## src/rtl/dvp_rx_pkg.sv

```systemverilog
// -----------------------------------------------------------------------------
// dvp_rx_pkg
// Shared types and helpers for the DVP capture/packer slice:
//   - state_e      : capture FSM encoding
//   - vs_event_e   : vsync edge events (frame start / frame end)
//   - hr_event_e   : href edge events (line end)
//   - lanes()      : number of byte lanes in an output word
//   - *_ok()       : legal-range checks used at elaboration by the top
// -----------------------------------------------------------------------------
package dvp_rx_pkg;

    typedef enum logic [2:0] {
        ST_WAIT_VS,
        ST_ARM,
        ST_ACTIVE,
        ST_SKIP,
        ST_FLUSH
    } state_e;

    typedef enum logic [1:0] {
        EV_NONE,
        EV_FRAME_START,
        EV_FRAME_END
    } vs_event_e;

    typedef enum logic {
        HR_NONE,
        HR_LINE_END
    } hr_event_e;

    function automatic int lanes(input int data_w);
        return data_w / 8;
    endfunction

    function automatic bit dvp_dat_w_ok(input int w);
        return (w >= 1) && (w <= 8);
    endfunction

    function automatic bit data_w_ok(input int w);
        return (w >= 16) && ((w % 8) == 0);
    endfunction

    function automatic bit fifo_depth_ok(input int d);
        return (d >= 2) && ((d & (d - 1)) == 0);
    endfunction

endpackage

```

## src/rtl/dvp_rx_capture_packer_fifo.sv

```systemverilog
// -----------------------------------------------------------------------------
// pixel_word_fifo
// Synchronous FIFO for packed pixel words (word + last flag).
// Ports:
//   clk, rst          : system clock, async active-high reset
//   push_i/push_data_i: write request and data
//   pop_i             : read request (ignored when empty)
//   pop_data_o        : head-of-queue data
//   full_o, empty_o   : occupancy flags
// A push into a full FIFO is accepted only when a pop happens in the same cycle.
// -----------------------------------------------------------------------------
module pixel_word_fifo #(
    parameter int WIDTH = 33,
    parameter int DEPTH = 4
) (
    input  logic             clk,
    input  logic             rst,
    input  logic             push_i,
    input  logic [WIDTH-1:0] push_data_i,
    input  logic             pop_i,
    output logic [WIDTH-1:0] pop_data_o,
    output logic             full_o,
    output logic             empty_o
);

    localparam int AW = $clog2(DEPTH);
    localparam int PW = AW + 1;

    logic [WIDTH-1:0] mem_q [DEPTH];
    logic [PW-1:0]    wr_ptr_q;
    logic [PW-1:0]    rd_ptr_q;
    logic             do_push;
    logic             do_pop;

    // Extra pointer MSB distinguishes full from empty when the indices match.
    assign empty_o = (wr_ptr_q == rd_ptr_q);
    assign full_o  = (wr_ptr_q[AW] != rd_ptr_q[AW]) &&
                     (wr_ptr_q[AW-1:0] == rd_ptr_q[AW-1:0]);

    assign do_pop  = pop_i && !empty_o;
    assign do_push = push_i && (!full_o || do_pop);

    assign pop_data_o = mem_q[rd_ptr_q[AW-1:0]];

    always_ff @(posedge clk or posedge rst) begin
        if (rst) begin
            wr_ptr_q <= '0;
            rd_ptr_q <= '0;
        end else begin
            if (do_push) wr_ptr_q <= wr_ptr_q + PW'(1);
            if (do_pop)  rd_ptr_q <= rd_ptr_q + PW'(1);
        end
    end

    always_ff @(posedge clk) begin
        if (do_push) mem_q[wr_ptr_q[AW-1:0]] <= push_data_i;
    end

endmodule

```

## src/rtl/dvp_rx_capture_packer.sv

```systemverilog
// -----------------------------------------------------------------------------
// dvp_rx_capture_packer
// Captures the DVP active-video byte stream (sampled on pclk_stb_i), packs it
// into DATA_W words with a frame-end marker and queues them in a small FIFO.
// Supports frame skipping, vertical crop, frame counting and sticky overflow.
// Ports:
//   clk, rst                     : system clock, async active-high reset
//   dvp_d_i, dvp_href_i,
//   dvp_vsync_i, pclk_stb_i      : DVP bus (clk-synchronous) and sample strobe
//   cfg_en_i, cfg_skip_i,
//   cfg_lines_i                  : capture enable, frames to skip, line limit
//   pxl_word_o, pxl_last_o,
//   pxl_vld_o, pxl_rdy_i         : packed word stream, valid/ready
//   frm_cnt_o                    : captured-frame counter (wraps)
//   ovf_o, ovf_clr_i             : sticky overflow and its clear (set wins)
//
// state      | meaning
// -----------+---------------------------------------------------------------
// WAIT_VS    | after reset, wait for vertical blanking before trusting edges
// ARM        | in blanking, decide at frame start: capture, skip or idle
// ACTIVE     | packing bytes of a captured frame
// SKIP       | dropping a frame, wait for its end
// FLUSH      | push staged word and any zero-padded partial word
// -----------------------------------------------------------------------------
module dvp_rx_capture_packer
    import dvp_rx_pkg::*;
#(
    parameter int DVP_DAT_W  = 8,
    parameter int DATA_W     = 32,
    parameter int LINE_W     = 12,
    parameter int FIFO_DEPTH = 4,
    parameter int FRM_CNT_W  = 16
) (
    input  logic                 clk,
    input  logic                 rst,
    input  logic [DVP_DAT_W-1:0] dvp_d_i,
    input  logic                 dvp_href_i,
    input  logic                 dvp_vsync_i,
    input  logic                 pclk_stb_i,
    input  logic                 cfg_en_i,
    input  logic [3:0]           cfg_skip_i,
    input  logic [LINE_W-1:0]    cfg_lines_i,
    output logic [DATA_W-1:0]    pxl_word_o,
    output logic                 pxl_last_o,
    output logic                 pxl_vld_o,
    input  logic                 pxl_rdy_i,
    output logic [FRM_CNT_W-1:0] frm_cnt_o,
    output logic                 ovf_o,
    input  logic                 ovf_clr_i
);

    localparam int LANES  = lanes(DATA_W);
    localparam int LANE_W = $clog2(LANES);

    if (!dvp_dat_w_ok(DVP_DAT_W)) begin : g_bad_dvp_dat_w
        $error("DVP_DAT_W must be in 1..8");
    end
    if (!data_w_ok(DATA_W)) begin : g_bad_data_w
        $error("DATA_W must be a multiple of 8 and at least 16");
    end
    if (!fifo_depth_ok(FIFO_DEPTH)) begin : g_bad_fifo_depth
        $error("FIFO_DEPTH must be a power of 2 and at least 2");
    end

    state_e              state_q;
    logic                vsync_q;
    logic                href_q;
    vs_event_e           vs_ev;
    hr_event_e           hr_ev;
    logic [7:0]          dvp_byte;
    logic [LANE_W-1:0]   lane_q;
    logic [LINE_W-1:0]   line_q;
    logic [3:0]          skip_q;
    logic [DATA_W-1:0]   asm_q;
    logic [DATA_W-1:0]   asm_d;
    logic [DATA_W-1:0]   stage_q;
    logic                stage_vld_q;
    logic                flush_ph_q;
    logic                push_q;
    logic [DATA_W:0]     push_data_q;
    logic [FRM_CNT_W-1:0] frm_cnt_q;
    logic                ovf_q;
    logic                crop_hit;
    logic                byte_wr;
    logic                partial;
    logic                fifo_pop;
    logic                fifo_full;
    logic                fifo_empty;
    logic [DATA_W:0]     fifo_rd_data;

    always_ff @(posedge clk or posedge rst) begin
        if (rst) begin
            vsync_q <= 1'b0;
            href_q  <= 1'b0;
        end else if (pclk_stb_i) begin
            vsync_q <= dvp_vsync_i;
            href_q  <= dvp_href_i;
        end
    end

    always_comb begin
        vs_ev = EV_NONE;
        hr_ev = HR_NONE;
        if (pclk_stb_i) begin
            if (vsync_q && !dvp_vsync_i)      vs_ev = EV_FRAME_START;
            else if (!vsync_q && dvp_vsync_i) vs_ev = EV_FRAME_END;
            if (href_q && !dvp_href_i)        hr_ev = HR_LINE_END;
        end
    end

    always_comb begin
        dvp_byte = '0;
        dvp_byte[DVP_DAT_W-1:0] = dvp_d_i;
    end

    // Assembly word with the incoming byte merged at the current lane.
    always_comb begin
        asm_d = asm_q;
        asm_d[{lane_q, 3'b000} +: 8] = dvp_byte;
    end

    assign crop_hit = (cfg_lines_i != '0) && (line_q == cfg_lines_i);
    assign byte_wr  = pclk_stb_i && dvp_href_i && !crop_hit;
    assign partial  = (lane_q != '0);

    always_ff @(posedge clk or posedge rst) begin
        if (rst) begin
            state_q     <= ST_WAIT_VS;
            lane_q      <= '0;
            line_q      <= '0;
            skip_q      <= '0;
            asm_q       <= '0;
            stage_q     <= '0;
            stage_vld_q <= 1'b0;
            flush_ph_q  <= 1'b0;
            push_q      <= 1'b0;
            push_data_q <= '0;
            frm_cnt_q   <= '0;
        end else begin
            push_q <= 1'b0;
            case (state_q)
                ST_WAIT_VS: begin
                    if (pclk_stb_i && dvp_vsync_i) state_q <= ST_ARM;
                end
                ST_ARM: begin
                    if (vs_ev == EV_FRAME_START && cfg_en_i) begin
                        if (skip_q != 4'd0) begin
                            skip_q  <= skip_q - 4'd1;
                            state_q <= ST_SKIP;
                        end else begin
                            state_q <= ST_ACTIVE;
                            line_q  <= '0;
                            skip_q  <= cfg_skip_i;
                        end
                    end
                end
                ST_SKIP: begin
                    if (vs_ev == EV_FRAME_END) state_q <= ST_ARM;
                end
                ST_ACTIVE: begin
                    if (vs_ev == EV_FRAME_END) begin
                        state_q    <= ST_FLUSH;
                        flush_ph_q <= 1'b0;
                    end else begin
                        if (byte_wr) begin
                            if (lane_q == LANE_W'(LANES - 1)) begin
                                // Word complete: it waits in stage so the
                                // frame's final word can still be tagged last.
                                lane_q      <= '0;
                                asm_q       <= '0;
                                stage_q     <= asm_d;
                                stage_vld_q <= 1'b1;
                                if (stage_vld_q) begin
                                    push_q      <= 1'b1;
                                    push_data_q <= {1'b0, stage_q};
                                end
                            end else begin
                                lane_q <= lane_q + LANE_W'(1);
                                asm_q  <= asm_d;
                            end
                        end
                        // Freeze the line count once the crop limit is hit so
                        // it cannot run past the limit and re-open capture.
                        if (hr_ev == HR_LINE_END && !crop_hit) begin
                            line_q <= line_q + LINE_W'(1);
                        end
                    end
                end
                ST_FLUSH: begin
                    if (!flush_ph_q) begin
                        if (stage_vld_q) begin
                            push_q      <= 1'b1;
                            push_data_q <= {!partial, stage_q};
                        end
                        stage_vld_q <= 1'b0;
                        if (partial) begin
                            flush_ph_q <= 1'b1;
                        end else begin
                            frm_cnt_q <= frm_cnt_q + FRM_CNT_W'(1);
                            lane_q    <= '0;
                            asm_q     <= '0;
                            state_q   <= ST_ARM;
                        end
                    end else begin
                        // Unwritten lanes of asm_q are already zero.
                        push_q      <= 1'b1;
                        push_data_q <= {1'b1, asm_q};
                        flush_ph_q  <= 1'b0;
                        frm_cnt_q   <= frm_cnt_q + FRM_CNT_W'(1);
                        lane_q      <= '0;
                        asm_q       <= '0;
                        state_q     <= ST_ARM;
                    end
                end
                default: state_q <= ST_WAIT_VS;
            endcase
        end
    end

    pixel_word_fifo #(
        .WIDTH (DATA_W + 1),
        .DEPTH (FIFO_DEPTH)
    ) u_fifo (
        .clk         (clk),
        .rst         (rst),
        .push_i      (push_q),
        .push_data_i (push_data_q),
        .pop_i       (fifo_pop),
        .pop_data_o  (fifo_rd_data),
        .full_o      (fifo_full),
        .empty_o     (fifo_empty)
    );

    assign pxl_vld_o = !fifo_empty;
    assign fifo_pop  = pxl_vld_o && pxl_rdy_i;

    // Gate the head word so outputs read 0 whenever nothing is queued.
    assign pxl_word_o = pxl_vld_o ? fifo_rd_data[DATA_W-1:0] : '0;
    assign pxl_last_o = pxl_vld_o ? fifo_rd_data[DATA_W] : 1'b0;

    always_ff @(posedge clk or posedge rst) begin
        if (rst) begin
            ovf_q <= 1'b0;
        end else if (push_q && fifo_full && !fifo_pop) begin
            ovf_q <= 1'b1;
        end else if (ovf_clr_i) begin
            ovf_q <= 1'b0;
        end
    end

    assign ovf_o     = ovf_q;
    assign frm_cnt_o = frm_cnt_q;

endmodule

```

## config.mk

```make
export PLATFORM = sky130hd
export DESIGN_NAME = dvp_rx_capture_packer
export DESIGN_NICKNAME = d
export VERILOG_FILES = /design/src/rtl/dvp_rx_pkg.sv /design/src/rtl/dvp_rx_capture_packer_fifo.sv /design/src/rtl/dvp_rx_capture_packer.sv
export SDC_FILE = /design/constraint.sdc
export NUM_CORES = 1
export LEC_CHECK = 0
export BUFFER_PORTS_ARGS = -buffer_cell sky130_fd_sc_hd__buf_2
export CAP_MARGIN = 20
export CORE_UTILIZATION = 45
export CTS_CLUSTER_SIZE = 40
export DETAILED_ROUTE_END_ITERATION = 7
export PLACE_DENSITY = 0.61
export SLEW_MARGIN = 5
export SYNTH_ARGS = -nofsm -noshare
export SYNTH_HDL_FRONTEND = slang
export SYNTH_SLANG_ARGS = --single-unit
export TNS_END_PERCENT = 50
```

## constraint.sdc

```tcl
create_clock -name clk -period 6.2 [get_ports clk]
set_clock_uncertainty 0.15 [all_clocks]
set_input_delay 1.86 -clock clk [delete_from_list [all_inputs] [get_ports clk]]
set_output_delay 1.86 -clock clk [all_outputs]
set_load 0.03 [all_outputs]
```

==> impl_metrics.ini <==
[outcome]
status = completed

[floorplan]
start_util_pct = 46.2
die_area_um2 = 30400
pin_count = 83
core.rowCount = 62
fp.dieH_um = 174
design.core.area_um2 = 28900
dieWidth_um = 174

[clock_tree]
cts_tree = done
clock_path_buffers = 3
insertion_delay_ns = 0.57
cts_resized = 0
clockRootBuffer = clkbuf_16
clkSinkCount = 278
clk_pin_slew_worst_paths_ns = 0.06
cts_setup_buffers = 0
cts_hold_buf = 0
ctsHtreeMaxLevel = 1
numCtsBuffers = 30

[synthesis]
seq_area_frac_synth_pct = 57.0
synth-edff-count = 132
synth_top_area_cell = edfxtp_1
synth_area_um2 = 13400
yosysUniqueCellTypes = 51
yosysWarnings = 0
syn_inst = 1093
ys_top_cells_by_area = edfxtp_1 30%, dfrtp_1 27%, mux4_2 5.6%, mux2_2 2.9%, mux2i_1 2.5%
syn_avg_cell_area_um2 = 12.2
yosysMostFrequentCell = dfrtp_1
syn_nets = 1139
synth.top_cell.area_share_pct = 29.6
synth-seq-cells = 278
ys_async_sr_fraction_pct = 52.5
ys.flop_type = dfrtp_1
synth_commonest_cells = 146 x dfrtp_1, 132 x edfxtp_1, 68 x nand2_1

[finish]
final_nets = 1202
area_growth_pct = 14.7
finalInstanceArea_um2 = 15300
drive_above_1_share_pct = 20.4
antenna_cells = 0
layout.cells.non_filler = 1564

[sta]
finalSetupViolCount = 0
setup_tns_ns = 0
period_share_pct = 77.3
timing.fmax_ghz = 0.209
worst_slack_ns = 1.41
min_period_ns = 4.79
rsz0062_at_grt = false
max_slew_margin_pct = 21.8
finalMaxSlewViolations = 0
worst_pin_slew_ns = 1.17
hold_viol_final = 0

[placement]
pre_cts_ws_ns = 1.34
io_buffers = 82
gp_congestion = 0.818
place_inst = 1506
place_area_um2 = 14200
place_hpwl_um = 18700

[grt]
grt_pass1_wl_um = 50300
grt_pass1_vias = 9004
grt_max_degree = 87
grt_overflow = 0
grt_usage_pct = 20.7
antenna_found_initial = 0

[critical_path]
critPathTopFamily = simple AND/OR/NAND/NOR gates
end_kind = primary output
critical-path-slowest-cell = nand2_1
start_kind = flip-flop
worstPathRequired_ns = 4.19
cpPeakStageDelay_ns = 0.68
critPathBufInv = 2
criticalPathCategory = reg -> out
crit_fanout = 36
cp.arrival_ns = 2.78
crit_chain = buf_4 -> xor2_1 -> nor2_1 -> nand2_1 -> and2_1 -> buf_2

[route]
drc = 0
ant_nets = 0
drt-initial-drc-count = 665
wl_per_cell_um = 19.5
dr.pass1.iters = 5
vias_per_cell = 5.79
num_vias = 9049
wirelength_um = 30500

[power_and_ir_drop]
power_w = 0.00687
switching_share_pct = 35.0
power.share.clock_pct = 28.8
internal_power_w = 0.00446
peakVddDrop_uv = 215
leakage_nw = 6.43
powerDensity_nw_per_um2 = 448
power_frac_seq_pct = 39.0
combPwrFrac_pct = 32.2
switching_power_w = 0.00241

[run]
drv_cap = 0

[worst_hold_path]
min_path_type = reg -> reg
state kept, by name (all words and copies together) (netlist names), 2 cells and up:
name             count
u_fifo.mem_q       132
stage_q             32
push_data_q         33
u_fifo.wr_ptr_q      3
line_q              12
frm_cnt_o           16
skip_q               4
state_q              3
asm_q               32
u_fifo.rd_ptr_q      3
lane_q               2
metrics by stage:
stage	util (%)	hold WS, ns
2_1_floorplan	-	0.301
3_3_place_gp	49.0	0.307
3_5_place_dp	49.0	0.324
4_1_cts	52.9	0.331
5_1_grt	53.0	0.358
6_report	53.0	0.330
worst reg2reg max path: stages (launching register included):
cell     delay, ns
dfrtp_1       0.46
inv_1         0.19
ha_1          0.43
nand2_1       0.09
nor3_1        0.85
nor3b_1       0.79
and3_1        0.26
a221o_1       0.13
final cells by class:
type                       instances  area, um2
timing repair buffer             108        651
sequential                       278       7620
inverter                          54        208
fill                            2523      13600
tap                              384        480
multi-input combinational        684       5280
clock inverter                    14        280
clock buffer                      42        826
cells by family after synthesis:
logic type	after synthesis	synth area share (%)
and+or+nand+nor	321	14.1
DFF	278	57.0
AOI/OAI and AO/OA	213	10.3
buffers and inverters	131	4.04
muxes	102	11.0
xor gates and xnor gates	34	2.23
adders and majority gates	14	1.31
cells in the final DEF (no fill, tap or decap), types with 4 or more instances in the layout:
master,n
dfrtp_1,145
edfxtp_1,132
buf_2,82
nand2_1,68
inv_1,53
o21ai_0,49
a21oi_1,40
nand4_1,39
nor2b_1,35
mux2_2,35
nand3b_1,34
and2_1,34
mux2i_1,34
o211ai_1,33
mux4_2,33
and3_1,32
a221o_1,32
clkbuf_16,30
o21ai_1,27
buf_4,23
xnor2_1,18
a31oi_1,17
xor2_1,16
ha_1,14
nand3_1,10
and4_1,10
nor4_1,9
clkbuf_1,9
nor3_1,8
nor2_1,8
bufinv_16,7
nand2b_1,6
nor3b_1,5
o21a_1,5
nor2_2,4
or3_1,4
path summary, 6_finish.rpt:
| check | startpoint | end | slack, ns | depth (start not counted) |
|---|---|---|---|---|
| max in group asynchronous | rst | u_fifo.rd_ptr_q[0]$_DFFE_PP0P_ | 3.61 | 3 |
| hold reg to reg | frm_cnt_o[15]$_DFFE_PP0P_ | frm_cnt_o[15]$_DFFE_PP0P_ | 0.33 | 1 |
| hold / removal | frm_cnt_o[15]$_DFFE_PP0P_ | frm_cnt_o[15]$_DFFE_PP0P_ | 0.33 | 1 |
| min in group asynchronous | rst | stage_q[11]$_DFFE_PP0P_ | 1.27 | 2 |
| setup / recovery | u_fifo.rd_ptr_q[1]$_DFFE_PP0P_ | pxl_word_o[1] | 1.41 | 6 |
| setup reg to reg | lane_q[0]$_DFFE_PP0P_ | asm_q[18]$_DFFE_PP0P_ | 2.79 | 7 |
power groups by stage:
stage	Combinational (W)	Clock [W]	Sequential, W
finish	0.00221	0.00198	0.00268
global route	0.00244	0.00208	0.00274
CTS	0.00222	0.00201	0.00268
detailed placement	0.00221	0	0.00272
global placement	0.00219	0	0.00269
floorplan	0.00168	0	0.00260
per-layer routing:
metal / track usage, % / routed length [um] / vias up
li1: - / - / 4240
met5: 0 / 0 / -
met1: 30.1 / 14600 / 4538
met4: 7.02 / 817 / 0
met2: 32.2 / 13900 / 220
met3: 2.38 / 1210 / 51
(Power assumes the default switching activity.)
